`src/rtl/enc_pkg.sv`:
```
// Shared definitions for the encoder_128_7 pipelined priority encoder.
// Holds the fixed geometry (128-bit vector, 8-bit groups, 16 groups) and the
// stage-1 pipeline record carried between the two register stages.
package enc_pkg;

   localparam int WIDTH  = 128;               // input vector width, 2**ADDR_W
   localparam int ADDR_W = 7;                 // encoded address width
   localparam int GRP    = 8;                 // stage-1 group size
   localparam int NGRP   = WIDTH / GRP;       // 16 groups
   localparam int GIDX_W = 3;                 // index within a group
   localparam int GSEL_W = ADDR_W - GIDX_W;   // group number width (4)

   // Per-group summary produced by stage 1 and consumed by stage 2.
   typedef struct packed {
      logic [NGRP-1:0]             grp_any;   // group has any bit set
      logic [NGRP-1:0][GIDX_W-1:0] grp_idx;   // lowest set bit inside group
      logic [NGRP-1:0]             grp_cnt2;  // group has more than one bit set
   } s1_t;

endpackage

```
`src/rtl/prio_enc.sv`:
```
// Generic combinational lowest-index priority encoder.
// Ports:
//   vec   in   N            vector to encode
//   any   out  1            at least one bit of vec is set
//   idx   out  $clog2(N)    index of lowest set bit; 0 when vec is zero
//   multi out  1            more than one bit set (constant 0 when MULTI_EN=0)
module prio_enc #(
   parameter int N        = 8,
   parameter bit MULTI_EN = 1'b1
) (
   input  logic [N-1:0]         vec,
   output logic                 any,
   output logic [$clog2(N)-1:0] idx,
   output logic                 multi
);

   localparam int IW = $clog2(N);

   assign any = |vec;

   // Scan from the top down so the last (lowest) set bit overwrites idx.
   always_comb begin
      // NOTE: idx gets a default before the loop so no path leaves it unassigned (no latch).
      idx = '0;
      for (int i = N - 1; i >= 0; i--) begin
         if (vec[i]) idx = IW'(i);
      end
   end

   generate
      if (MULTI_EN) begin : g_multi
         // Clearing the lowest set bit leaves something only if a second bit exists.
         assign multi = |(vec & (vec - N'(1)));
      end else begin : g_no_multi
         assign multi = 1'b0;
      end
   endgenerate

endmodule

```
`src/rtl/encoder_128_7.sv`:
```
// Pipelined 128:7 priority encoder (lowest set index wins), the inverse of the
// cache 7:128 block decoder. Stage 1 encodes sixteen 8-bit groups; stage 2
// picks the lowest non-empty group. Two register stages, valid/ready handshake
// on both sides, 2-cycle latency, 1 result per cycle with out_ready high.
// Optional feature macro: ENC_MULTIHOT_DET_EN enables multi-hot detection on
// out_multi; without it out_multi is tied 0 and the per-group count logic is
// not built.
// Ports:
//   clk        in   1    rising-edge clock
//   reset_n    in   1    asynchronous active-low reset
//   in_valid   in   1    in_vec valid this cycle
//   in_ready   out  1    block accepts in_vec this cycle
//   in_vec     in   128  block vector to encode
//   out_valid  out  1    out_* fields valid
//   out_ready  in   1    consumer accepts result
//   out_addr   out  7    index of lowest set bit; 0 if none
//   out_found  out  1    in_vec had at least one bit set
//   out_multi  out  1    in_vec had more than one bit set
module encoder_128_7
   import enc_pkg::*;
(
   input  logic              clk,
   input  logic              reset_n,
   input  logic              in_valid,
   output logic              in_ready,
   input  logic [WIDTH-1:0]  in_vec,
   output logic              out_valid,
   input  logic              out_ready,
   output logic [ADDR_W-1:0] out_addr,
   output logic              out_found,
   output logic              out_multi
);

`ifdef ENC_MULTIHOT_DET_EN
   localparam bit MULTI_EN = 1'b1;
`else
   localparam bit MULTI_EN = 1'b0;
`endif

   logic s1_valid, s2_valid;
   logic s1_adv, s2_adv;
   s1_t  s1_d, s1_q;

   // Flow control: a stage may load when it is empty or its content moves on.
   // in_ready is combinational from out_ready; there is no skid buffer.
   assign s2_adv   = !s2_valid || out_ready;
   assign s1_adv   = !s1_valid || s2_adv;
   assign in_ready = s1_adv;

   // ---------------- Stage 1: per-group encode ----------------
   logic [NGRP-1:0]             grp_any;
   logic [NGRP-1:0][GIDX_W-1:0] grp_idx;
   logic [NGRP-1:0]             grp_cnt2;

   for (genvar g = 0; g < NGRP; g++) begin : g_grp
      prio_enc #(.N(GRP), .MULTI_EN(MULTI_EN)) u_grp (
         .vec   (in_vec[g*GRP +: GRP]),
         .any   (grp_any[g]),
         .idx   (grp_idx[g]),
         .multi (grp_cnt2[g])
      );
   end

   assign s1_d = '{grp_any: grp_any, grp_idx: grp_idx, grp_cnt2: grp_cnt2};

   // NOTE: data registers are reset too, because every output must read zero during reset.
   always_ff @(posedge clk or negedge reset_n) begin
      if (!reset_n) begin
         // NOTE: non-blocking assignments for all clocked state so stages update together.
         s1_valid <= 1'b0;
         s1_q     <= '0;
      end else if (s1_adv) begin
         s1_valid <= in_valid;
         // Data only changes on a real load; bubbles leave it untouched.
         if (in_valid) s1_q <= s1_d;
      end
   end

   // ---------------- Stage 2: group select ----------------
   logic              sel_found;
   logic [GSEL_W-1:0] sel_grp;
   logic              sel_multi_grp;
   logic [ADDR_W-1:0] s2_addr_d;
   logic              s2_multi_d;

   prio_enc #(.N(NGRP), .MULTI_EN(MULTI_EN)) u_sel (
      .vec   (s1_q.grp_any),
      .any   (sel_found),
      .idx   (sel_grp),
      .multi (sel_multi_grp)
   );

   // An empty vector selects group 0, whose stored index is 0, giving address 0.
   assign s2_addr_d = {sel_grp, s1_q.grp_idx[sel_grp]};

`ifdef ENC_MULTIHOT_DET_EN
   // Multi-hot: two bits inside one group, or two or more non-empty groups.
   assign s2_multi_d = sel_multi_grp || (|s1_q.grp_cnt2);
`else
   logic unused_multi;
   assign unused_multi = ^{sel_multi_grp, s1_q.grp_cnt2};
   assign s2_multi_d   = 1'b0;
`endif

   always_ff @(posedge clk or negedge reset_n) begin
      if (!reset_n) begin
         s2_valid  <= 1'b0;
         out_addr  <= '0;
         out_found <= 1'b0;
         out_multi <= 1'b0;
      end else if (s2_adv) begin
         s2_valid <= s1_valid;
         if (s1_valid) begin
            out_addr  <= s2_addr_d;
            out_found <= sel_found;
            out_multi <= s2_multi_d;
         end
      end
   end

   assign out_valid = s2_valid;

endmodule
```
`config.mk`:
```
export PLATFORM = sky130hd
export DESIGN_NAME = encoder_128_7
export DESIGN_NICKNAME = d
export VERILOG_FILES = /design/src/rtl/enc_pkg.sv /design/src/rtl/prio_enc.sv /design/src/rtl/encoder_128_7.sv
export SDC_FILE = /design/constraint.sdc
export NUM_CORES = 1
export LEC_CHECK = 0
export ABC_CLOCK_PERIOD_IN_PS = 2600
export BUFFER_PORTS_ARGS = -buffer_cell sky130_fd_sc_hd__buf_2
export CORE_ASPECT_RATIO = 0.75
export CORE_MARGIN = 8
export CORE_UTILIZATION = 46
export CTS_CLUSTER_SIZE = 30
export DETAILED_ROUTE_END_ITERATION = 10
export PLACE_DENSITY_LB_ADDON = 0.15
export SYNTH_ARGS = -nofsm -noshare
export SYNTH_HDL_FRONTEND = slang
export SYNTH_HIERARCHICAL = 1
export SYNTH_SLANG_ARGS = --single-unit
```
`constraint.sdc`:
```
create_clock -name clk -period 2.6 [get_ports clk]
set_input_delay 0.26 -clock clk [delete_from_list [all_inputs] [get_ports clk]]
set_output_delay 0.26 -clock clk [all_outputs]
set_load 0.02 [all_outputs]
```
==> summary.md <==
Once the clock tree was built, the setup fixing pass inserted 0 buffers. The run finished with clean final reports. The final sum of negative setup slack was 0 ns; the number of antenna diodes was 0. Counting every instance in the synthesized netlist gives 459.

The cell family contributing the most delay on the critical path is compound AO/OA/AOI/OAI gates. In the routed layout, each cell is associated on average with a via count of 5.44. Global routing finished with a remaining overflow of 0. Subtracting the final worst setup slack from the clock period gives 2.42 ns. The run gives 0.00861 ns as the final worst clock skew. The fmax is 413 MHz.

In the global route stage, met3 resource usage came out at 5.21%. The first global-routing pass estimated 19,400 microns of wire. Width of the die: 132 microns.

The run gives 4,013 as the number of global-route vias before repair. The final critical path takes up 93.2% of the cycle. At the pin with the least slew margin, the transition time is 0.911 ns. In this run the tightest slew margin relative to its limit is 39.3%. In the routed design, unresolved DRC markers number 0.

Compared with the post-synthesis result, the final layout area differs by 24.8%. The post-synthesis instance area was 4680 sq um. The classification of the worst setup path was flip-flop to flip-flop. The deepest clock path buffer count is 2. The count of yosys warnings during synthesis is 6. By instance count, the cell type seen most on the critical path is sky130_fd_sc_hd__a2111oi_1.

Of the cells placed in the final design, the portion with a size suffix greater than 1 is 41.2%. The nature of the critical path startpoint was a flip-flop. The sum of net half-perimeters after detailed placement is 9460 microns, and the data arrival time of the worst path is 2.63 ns.

For this run, global-route usage on met2 was measured as 25.4%. Among all stages on the critical path, the largest delay is contributed by sky130_fd_sc_hd__dfrtp_1. During placement, the flow inserted port buffers numbering 141.

The floorplan step defined a die boundary enclosing 13,700 sq um. STA classifies the critical path endpoint as a flip-flop. For this run, the share of the core covered by cells in the final layout is 57.8%. After detailed placement, the design holds a cell count of 728.

Walking the worst path, the cells encountered are o31ai_1, nand2_1, a31oi_4, buf_4, nor2b_1, a2111oi_1, a2111oi_1, a221o_1. At the later pin of the worst-skew pair, clock insertion delay measures 0.33 ns. The layer flagged by global routing as most heavily used is met2. The number of nets handed over by synthesis was 591.

Final hold analysis gives a worst-case slack of 0.0617 ns. TritonCTS built the clock tree. The tools report the number of antenna violations at the first check in global routing as 0. The effective utilization at floorplan is 46.3%.

Averaged over all synthesized cells, the footprint is 10.2 sq um. In this run, CTS created clock tree buffers numbering 9. The path class of the lowest-slack min-delay path is input port to asynchronous set/reset pin.

Detailed routing inserted a total of 4,042 vias. Summing internal, switching and leakage power gives 3.02 mW. The number of gates resized after CTS was 0. 143 I/O pins were placed.

Entering global routing, the biggest net connects 75 pins. CTS saw 74 sinks. The post-cts hold buffer count was 0. The number of hold-slack violations in the final timing report is 0, and the power per standard cell area is 517 nW/um^2.

Height of the die: 103 microns. In this run the core area contains 32 standard-cell rows. After clock tree synthesis, the clock-pin slew on the worst setup and hold paths is 0.06 ns. Across the run, the number of max-cap violations was 0.

In this design, the stage delay of the slowest critical-path cell is 0.42 ns. Global routing consumed, on the met1 layer, 24.7% of the routing resources. The worst voltage drop across the vdd grid is 373 uV. The H-tree generated during clock tree synthesis spans 3 levels. The remaining number of nets flagged by the antenna check after routing came out at 0. Number of buffer and inverter instances along the worst setup path: 1. The final setup violation count was 0; the wire length per cell after detailed routing was 15.9 microns.

For the count of pins over their slew limit, the log shows 0. Number of search-and-repair iterations in the first detailed-routing pass: 4. Setup repair after global routing left no endpoint under its margin. The highest net fanout along the worst path was 10. Master cell of the clock root buffer: sky130_fd_sc_hd__clkbuf_16. The run gives 735 as the net total in the final layout.

Summed over all cells, the static leakage comes to 2.62 nW. The final layout contains routed wiring with a total length of 11,800 microns. The final standard cell count with taps included and fillers excluded is 743, and the endpoint required time on the critical path is 2.81 ns. The standard cell core area is 10,100 sq um, and the count of routing violations after the opening detailed-route iteration is 277. The global router's overall resource usage was 17.4%; the routability-driven placement congestion ratio was 0.843.
worst paths after layout:
| path | startpoint | end | slack (ns) | cells after the start |
|---|---|---|---|---|
| max in group asynchronous | reset_n | s1_q[75]$_DFFE_PN0P_ | 1.94 | 1 |
| min | reset_n | s1_q[53]$_DFFE_PN0P_ | 0.06 | 1 |
| min reg2reg | out_addr[5]$_DFFE_PN0P_ | out_addr[5]$_DFFE_PN0P_ | 0.48 | 2 |
| max | s1_q[77]$_DFFE_PN0P_ | out_addr[1]$_DFFE_PN0P_ | 0.18 | 8 |
| min in group clk | in_valid | s1_valid$_DFFE_PN0P_ | 0.17 | 2 |
| max reg2reg | s1_q[77]$_DFFE_PN0P_ | out_addr[1]$_DFFE_PN0P_ | 0.18 | 8 |
metrics by stage:
stage	area, sq um	setup slack, ns
floorplan	4680	0.343
global placement	5540	0.323
detailed placement	5540	0.264
CTS	5840	0.219
global route	5840	0.0207
finish	5840	0.177
report_power, final:
part	switching (mW)	internal, mW
clock	0.463	0.738
combinational	0.247	0.255
sequential	0.0711	1.25
registers in the layout, indices dropped and copies added (netlist names):
signal and cells:
out_addr 7, out_valid 1, out_found 1, s1_q 64, s1_valid 1
layer usage:
metal | share of wire, % | wire length, microns
met1 | 51 | 6070
met2 | 42 | 4960
met3 | 6.1 | 715
met4 | 0.63 | 74
met5 | 0 | 0
area by class of cell:
class / instances / area [sq um]
Clock buffer: 9 / 225
Clock inverter: 6 / 68.8
Fill cell: 888 / 4250
Inverter: 21 / 78.8
Multi-Input combinational cell: 351 / 2680
Sequential cell: 74 / 1850
Tap cell: 136 / 170
Timing Repair Buffer: 146 / 758
cells in the final DEF (no fill, tap or decap), types with 2 or more instances in the layout:
master                       instances
sky130_fd_sc_hd__a2111oi_1           2
sky130_fd_sc_hd__a21boi_0           16
sky130_fd_sc_hd__a21oi_1            19
sky130_fd_sc_hd__a22oi_1             2
sky130_fd_sc_hd__a31oi_1             3
sky130_fd_sc_hd__and3_1              2
sky130_fd_sc_hd__and3b_1            16
sky130_fd_sc_hd__buf_2             140
sky130_fd_sc_hd__buf_4               5
sky130_fd_sc_hd__clkbuf_16           9
sky130_fd_sc_hd__clkinvlp_4          4
sky130_fd_sc_hd__dfrtp_1            74
sky130_fd_sc_hd__inv_1              21
sky130_fd_sc_hd__mux2_2             67
sky130_fd_sc_hd__mux2i_1            12
sky130_fd_sc_hd__mux4_1              3
sky130_fd_sc_hd__mux4_2              2
sky130_fd_sc_hd__nand2_1            14
sky130_fd_sc_hd__nand2b_1            5
sky130_fd_sc_hd__nand3_1            22
sky130_fd_sc_hd__nor2_1             58
sky130_fd_sc_hd__nor2b_1            20
sky130_fd_sc_hd__nor4_2             17
sky130_fd_sc_hd__o211ai_1            2
sky130_fd_sc_hd__o21ai_0            19
sky130_fd_sc_hd__o21bai_1           16
sky130_fd_sc_hd__o41ai_1            16
Power figures use the tool's default switching activity.
